`config.mk`:
```
export PLATFORM = sky130hd
export DESIGN_NAME = mem_arbiter
export DESIGN_NICKNAME = d
export VERILOG_FILES = /design/src/rtl/mem_arbiter.sv
export SDC_FILE = /design/constraint.sdc
export NUM_CORES = 1
export LEC_CHECK = 0
export ABC_AREA = 1
export ABC_CLOCK_PERIOD_IN_PS = 2230
export BUFFER_PORTS_ARGS = -buffer_cell sky130_fd_sc_hd__clkbuf_2
export CELL_PAD_IN_SITES_DETAIL_PLACEMENT = 1
export CELL_PAD_IN_SITES_GLOBAL_PLACEMENT = 1
export CORE_ASPECT_RATIO = 0.9
export CORE_MARGIN = 5
export CORE_UTILIZATION = 21
export CTS_CLUSTER_DIAMETER = 80
export CTS_CLUSTER_SIZE = 10
export DETAILED_ROUTE_END_ITERATION = 7
export GPL_TIMING_DRIVEN = 1
export PLACE_DENSITY = 0.78
export SLEW_MARGIN = 20
export SYNTH_ARGS = -nofsm -noshare
export SYNTH_HDL_FRONTEND = slang
export SYNTH_SLANG_ARGS = --single-unit
```
`constraint.sdc`:
```
create_clock -name clk -period 2.23 [get_ports clk]
set_input_delay 0.446 -clock clk [delete_from_list [all_inputs] [get_ports clk]]
set_output_delay 0.446 -clock clk [all_outputs]
set_load 0.02 [all_outputs]
```
`src/rtl/mem_arbiter.sv`:
```
`default_nettype none
// ============================================================================
//  Module   : mem_arbiter
//  Purpose  : Shares the single byte-wide RAM/IO port between the instruction
//             cache and the data cache. Each cache issues one byte request per
//             cycle and receives its acknowledge one cycle later. The dcache
//             wins every fresh grant decision, but an owner keeps the port
//             until it drops its request, so bursts are never interleaved.
//  Ports    : clk, rst            clock, synchronous active-high reset
//             hci_rdy             global enable; low freezes the arbiter
//             io_buffer_full      stalls accesses that target IO space
//             ic_get_en/ic_addr   icache byte request (read only)
//             ic_out_en/ic_content icache acknowledge and read byte
//             dc_get_en/dc_write_mode/dc_addr/dc_data  dcache byte request
//             dc_out_en/dc_content dcache acknowledge and read byte
//             ram_din             RAM/IO read data (one cycle after address)
//             ram_a/ram_dout/ram_wr  RAM/IO address, write data, write strobe
//             owner               current owner: 00 none, 01 icache, 10 dcache
//  Revision : 1.0  initial release
// ============================================================================
module mem_arbiter #(
  parameter logic [1:0] IO_SEL = 2'b11
) (
  input  logic        clk,
  input  logic        rst,
  input  logic        hci_rdy,
  input  logic        io_buffer_full,
  input  logic        ic_get_en,
  input  logic [17:0] ic_addr,
  output logic        ic_out_en,
  output logic [7:0]  ic_content,
  input  logic        dc_get_en,
  input  logic        dc_write_mode,
  input  logic [17:0] dc_addr,
  input  logic [7:0]  dc_data,
  output logic        dc_out_en,
  output logic [7:0]  dc_content,
  input  logic [7:0]  ram_din,
  output logic [17:0] ram_a,
  output logic [7:0]  ram_dout,
  output logic        ram_wr,
  output logic [1:0]  owner
);

  // The same encoding tags both the port owner and the pending response.
  typedef enum logic [1:0] {
    OWN_IDLE = 2'b00,
    OWN_IC   = 2'b01,
    OWN_DC   = 2'b10
  } owner_t;

  owner_t      r_owner;
  owner_t      w_owner_nxt;
  owner_t      w_serve;
  owner_t      r_pend;
  logic        r_pend_wr;
  logic        r_held;      // a response was parked while hci_rdy was low
  logic [7:0]  r_hold;
  logic        w_run;
  logic        w_stall;
  logic        w_issue;
  logic        w_ack;
  logic [17:0] w_addr;
  logic [7:0]  w_rdata;

  assign w_run = !rst && hci_rdy;

  // --------------------------------------------------------------------------
  // Owner FSM. The grant is purely combinational so that a handover happens
  // in the very cycle the previous owner drops its request. The cycle that
  // delivers a parked response issues nothing and keeps the owner.
  // --------------------------------------------------------------------------
  always_ff @(posedge clk) begin
    if (rst) begin
      r_owner <= OWN_IDLE;
    end else begin
      r_owner <= w_owner_nxt;
    end
  end

  always_comb begin
    w_serve     = OWN_IDLE;
    w_owner_nxt = r_owner;
    if (w_run && !r_held) begin
      if (r_owner == OWN_IC && ic_get_en) begin
        w_serve = OWN_IC;
      end else if (r_owner == OWN_DC && dc_get_en) begin
        w_serve = OWN_DC;
      end else if (dc_get_en) begin
        w_serve = OWN_DC;
      end else if (ic_get_en) begin
        w_serve = OWN_IC;
      end
      // A stalled requester is still the one served, so it keeps ownership.
      w_owner_nxt = w_serve;
    end
  end

  // --------------------------------------------------------------------------
  // Access issue towards the RAM/IO port.
  // --------------------------------------------------------------------------
  always_comb begin
    w_addr = '0;
    case (w_serve)
      OWN_IC:  w_addr = ic_addr;
      OWN_DC:  w_addr = dc_addr;
      default: w_addr = '0;
    endcase
    w_stall  = (w_serve != OWN_IDLE) && (w_addr[17:16] == IO_SEL) && io_buffer_full;
    w_issue  = (w_serve != OWN_IDLE) && !w_stall;
    ram_a    = w_issue ? w_addr : '0;
    ram_wr   = w_issue && (w_serve == OWN_DC) && dc_write_mode;
    ram_dout = (w_issue && (w_serve == OWN_DC)) ? dc_data : '0;
  end

  // --------------------------------------------------------------------------
  // Response pipeline. While hci_rdy is low, ram_din of the outstanding
  // access is parked in r_hold because the RAM may present other data by the
  // time the acknowledge can be delivered.
  // --------------------------------------------------------------------------
  always_ff @(posedge clk) begin
    if (rst) begin
      r_pend    <= OWN_IDLE;
      r_pend_wr <= 1'b0;
      r_held    <= 1'b0;
      r_hold    <= '0;
    end else if (!hci_rdy) begin
      if (r_pend != OWN_IDLE && !r_held) begin
        r_held <= 1'b1;
        r_hold <= ram_din;
      end
    end else if (r_held) begin
      r_pend <= OWN_IDLE;
      r_held <= 1'b0;
    end else begin
      r_pend    <= w_issue ? w_serve : OWN_IDLE;
      r_pend_wr <= ram_wr;
    end
  end

  assign w_ack      = w_run && (r_pend != OWN_IDLE);
  assign w_rdata    = r_pend_wr ? 8'h00 : (r_held ? r_hold : ram_din);
  assign ic_out_en  = w_ack && (r_pend == OWN_IC);
  assign dc_out_en  = w_ack && (r_pend == OWN_DC);
  assign ic_content = ic_out_en ? w_rdata : 8'h00;
  assign dc_content = dc_out_en ? w_rdata : 8'h00;
  assign owner      = r_owner;

endmodule
`default_nettype wire

```
== Word-level counts from Yosys, hierarchy flattened ==
Index checks and enable logic that the tools add are counted.

* Output and inout port bits: 47
* Register bits after elaboration: 14
* Input bits: 59
* Logic and storage cells: 49

* Bitwise operators: 2
* Reduce and logical (&&, ||, !) cells: 21
* Equal/unequal tests: 7
* Muxes and demuxes: 14

{| class="wikitable"
|+ Operators with widths
! kind !! count
|-
| $mux W8 || 5
|-
| $pmux W18 S2 || 1
|-
| $mux W18 || 1
|-
| $logic_and A1 B1 Y1 || 13
|-
| $mux W2 || 6
|-
| $eq A2 B2 Y1 const B || 4
|-
| $eq A2 B1 Y1 const B || 3
|-
| $reduce_and A2 Y1 || 2
|-
| $reduce_bool A2 Y1 || 2
|-
| $logic_not A1 Y1 || 3
|-
| $not A1 Y1 || 2
|-
| $reduce_or A2 Y1 || 1
|-
| $mux W1 || 1
|}

== Longest topological paths before layout ==
* Depth in word-level cells: 14
* Gate-level depth with buffers: 16

== Worst setup path after synthesis ==
OpenSTA, ideal clock, no wires.

* Kind: in2out
* Start point: input port hci_rdy
* End point: output port ram_a[7]
* Stages: 9
* Buffers on the path: 2
* Data arrival time: 2.208 ns
* Setup slack: -0.424 ns
* Cell sequence: inv_2 > nor2_1 > inv_2 > nor2_2 > nand3_1 > ha_1 > buf_4 > clkbuf_1 > a211oi_1

* Longest elaborated chain between the ends: 11
* Elaborated cells on any way between the ends: 13

{| class="wikitable"
|+ Ends and longest elaborated chain
! what !! line !! text
|-
| start, declared || 26 || <nowiki>input logic hci_rdy,</nowiki>
|-
| $logic_and A1 B1 Y1 (*) || 66 || <nowiki>assign w_run = !rst && hci_rdy;</nowiki>
|-
| $logic_and A1 B1 Y1 (*) || 84 || <nowiki>if (w_run && !r_held) begin</nowiki>
|-
| $mux W2 (*) || 84 ||
|-
| $eq A2 B2 Y1 / $eq A2 B1 Y1 (equally long branches) || 104 || <nowiki>case (w_serve)</nowiki>
|-
| $pmux W18 S2 || 104 ||
|-
| $eq A2 B2 Y1 || 109 || <nowiki>w_stall = (w_serve != OWN_IDLE) && (w_addr[17:16] == IO_SEL) && io_buffer_full;</nowiki>
|-
| $logic_and A1 B1 Y1 (2 in a row) || 109 ||
|-
| $logic_not A1 Y1 || 110 || <nowiki>w_issue = (w_serve != OWN_IDLE) && !w_stall;</nowiki>
|-
| $logic_and A1 B1 Y1 || 110 ||
|-
| $mux W18 (*) || 111 || <nowiki>ram_a = w_issue ? w_addr : '0;</nowiki>
|-
| end, declared || 39 || <nowiki>output logic [17:0] ram_a,</nowiki>
|}

Mark *: on every way between the ends. The rest lies on a longest branch, timed or not.

== Final worst setup path ==
* Start point: input port hci_rdy
* End point: output port ram_a[11]

Same word-level chain as after synthesis.

==> flow_summary.json <==
{
  "status": "finished, violations left",
  "violations": "setup timing",
  "slew_viol_final": 0,
  "cts_sinks": 14,
  "yosysWarnings": 0,
  "port_buffers": 105,
  "area_growth_pct": 104.5,
  "dr_total_vias": 1849,
  "worstPathMaxFanout": 8,
  "dieWidth_um": 92.26,
  "arrival_ns": 2.07,
  "p_leak_nw": 1.196,
  "netlist_instances": 211,
  "vias_per_cell": 4.510,
  "yosysUniqueCellTypes": 25,
  "hold_viol": 0,
  "syn_avg_cell_area_um2": 6.060,
  "worstSkewPairLatency_ns": 0.25,
  "routed_wl_um": 5784,
  "drive_gt1_share_pct": 57.69,
  "start_util_pct": 21.27,
  "drc": 0,
  "worst_pin_slew_ns": 0.3620,
  "core_area_mm2": 0.006013,
  "cts_made_buffers": 3,
  "syn-num-nets": 273,
  "nNetsFinal": 401,
  "dieArea_mm2": 0.007752,
  "drtIter0Drc": 35,
  "clkTransAtPathRegs_ns": 0.06,
  "grt_start_max_net_pins": 18,
  "ys_seq_elements": 14,
  "path_buf_inv": 5,
  "crit_chain": "clkbuf_16, inv_12, nor2_4, inv_2, nor2_4, nand3_4, ha_4, nand2_2, nand2_2, nand3_4, nand2_8, buf_12, a211oi_4, clkbuf_8",
  "synth_area_mm2": 0.001279,
  "hold_path.class": "input pin to flip-flop",
  "cp_top_family": "simple AND/OR/NAND/NOR gates",
  "grtUsageTotal_pct": 15.38,
  "critical_path.endpoint_type": "output pin",
  "drv_cap": 0,
  "cp.required_ns": 1.78,
  "dp_hpwl_um": 4467,
  "antenna_found_initial": 0,
  "fmax_mhz": 397.8,
  "start_kind": "input pin",
  "power_w": 0.0007787,
  "gp_congestion": 0.7767,
  "fin_crit_sh_pct": 112.7,
  "timing.setup.tns_ns": -6.723,
  "setup_violations": 27,
  "ant_nets": 0,
  "root_buffer": "clkbuf_8",
  "cts_tree": "yes",
  "io_pins": 106,
  "stdcell_area_mm2": 0.002615,
  "seq_area_frac_synth_pct": 21.92,
  "grt_setup_unrepaired": "yes",
  "wl_per_cell_um": 14.11,
  "critical_path_class": "input pin to output pin",
  "grt_pass1_vias": 1995,
  "drt_first_pass_iters": 3,
  "cts.path.max_buffers": 2,
  "fin_crit_ns": 2.514,
  "final_cell_mix": "clkbuf_2, nor2_1, nand2_1",
  "slowest_stage": "ha_4",
  "grt_pass1_wl_um": 9666,
  "power_density_mw_per_mm2": 297.8,
  "h-tree-depth": 1,
  "grt_overflow": 0,
  "worst_path_largest_cell_delay_ns": 0.19,
  "rows": 27,
  "die_h_um": 84.03,
  "vdd_ir_drop_max_mv": 0.1520,
  "final_common_cell": "clkbuf_2",
  "diodes": 0,
  "fin_worst_skew_ns": 0.005680,
  "worst_slack_ns": -0.2840,
  "relSlewSlack_pct": 75.61,
  "dpl_cell_area_mm2": 0.002210
}
-- synth_stat cells --
library cell   n  area [µm²]
nor2_2         1       6.260
a21oi_1        1       5.000
buf_8          1       15.01
clkbuf_1       2       7.510
o21bai_1       1       7.510
o22ai_2        1       12.51
o21ai_0       19       95.09
o22ai_1        1       6.260
ha_1           3       37.54
inv_2          2       7.510
buf_6          3       33.78
nand2_2        5       31.28
nor3_2         2       20.02
inv_1         27       101.4
a211oi_2       8       100.1
nand4_1        1       6.260
nand2_1       41       153.9
a211oi_1       8       60.06
dfxtp_1       14       280.3
nand3_2        1       10.01
nand3_1        2       10.01
nor3_4         1       16.27
buf_4          1       7.510
buf_2          3       15.01
nor2_1        62       232.7
-- sequential cells by signal, summed over array words and instances (netlist names) --
| name | count |
|---|---|
| r_held | 1 |
| r_pend_wr | 1 |
| r_hold | 8 |
| r_pend | 2 |
| owner | 2 |
-- where the power goes --
group / switching (W) / internal, W
Clock: 0.0000920 / 0.000156
Sequential: 0.00000399 / 0.000257
Combinational: 0.000148 / 0.000121
-- final cells by class --
| class | count | area [µm²] |
|---|---|---|
| Fill cell | 769 | 3398 |
| Timing Repair Buffer | 133 | 948.4 |
| Sequential cell | 14 | 281.5 |
| Multi-Input combinational cell | 158 | 1116 |
| Clock buffer | 4 | 55.05 |
| Tap cell | 72 | 90.09 |
| Inverter | 29 | 123.9 |
-- worst register-to-register path, delay by kind of cell (launching register included) --
| kind | cells | cell delay (ns) |
|---|---|---|
| and+or+nand+nor | 7 | 0.71 |
| AOI/OAI and AO/OA | 1 | 0.10 |
| adders and majority gates | 1 | 0.19 |
| buffers and inverters | 4 | 0.47 |
| DFF | 1 | 0.31 |
-- per-layer routing --
metal	track usage (%)	up-vias	share of wire [%]	wire, µm
li1	-	916	-	-
met1	17.78	847	40	2331
met2	26.59	78	48	2779
met3	4.959	8	9.6	557
met4	5.128	0	2.0	116
met5	0	-	0	0
-- logic make-up (layout without fill, tap and decap cells) --
family	after synthesis	count (layout)	share of synthesized area, %
compound gates	39	39	22.41
simple gates	116	116	38.06
fa+ha+maj	3	3	2.936
buf+inv	39	166	14.68
flops	14	14	21.92
-- final timing paths --
check	depth (start not counted)	slack [ns]	start	end
worst max-delay path	14	-0.28	hci_rdy	ram_a[11]
worst min-delay path	3	0.44	ram_din[3]	r_hold[3]$_SDFFE_PP0P_
worst max register to register	13	0.38	owner[1]$_SDFFE_PP0N_	r_pend_wr$_SDFFE_PP0P_
worst min register to register	2	0.51	r_hold[6]$_SDFFE_PP0P_	r_hold[6]$_SDFFE_PP0P_
-- metrics by stage --
stage	util (%)	std cells	setup WS, ns	hold slack [ns]
after CTS	42.78	408	-0.3002	0.4439
after floorplan	-	211	-0.2497	0.4724
after global routing	43.49	410	-0.3852	0.4711
after detailed placement	36.75	396	-0.4634	0.4961
final	43.49	410	-0.2840	0.4373
after global placement	36.75	396	-0.3808	0.4909
-- timing repair --
action / in CTS / in global routing
endpoints found under the setup margin: 27 / 27
cloned: 1 / 0
hold buffers: 0 / 0
gates resized for setup: 58 / 16
setup buffers: 8 / 2
pin swaps: 11 / 10
hold endpoints to repair: 0 / 0
Note: power is estimated with default switching activity, not from simulation.
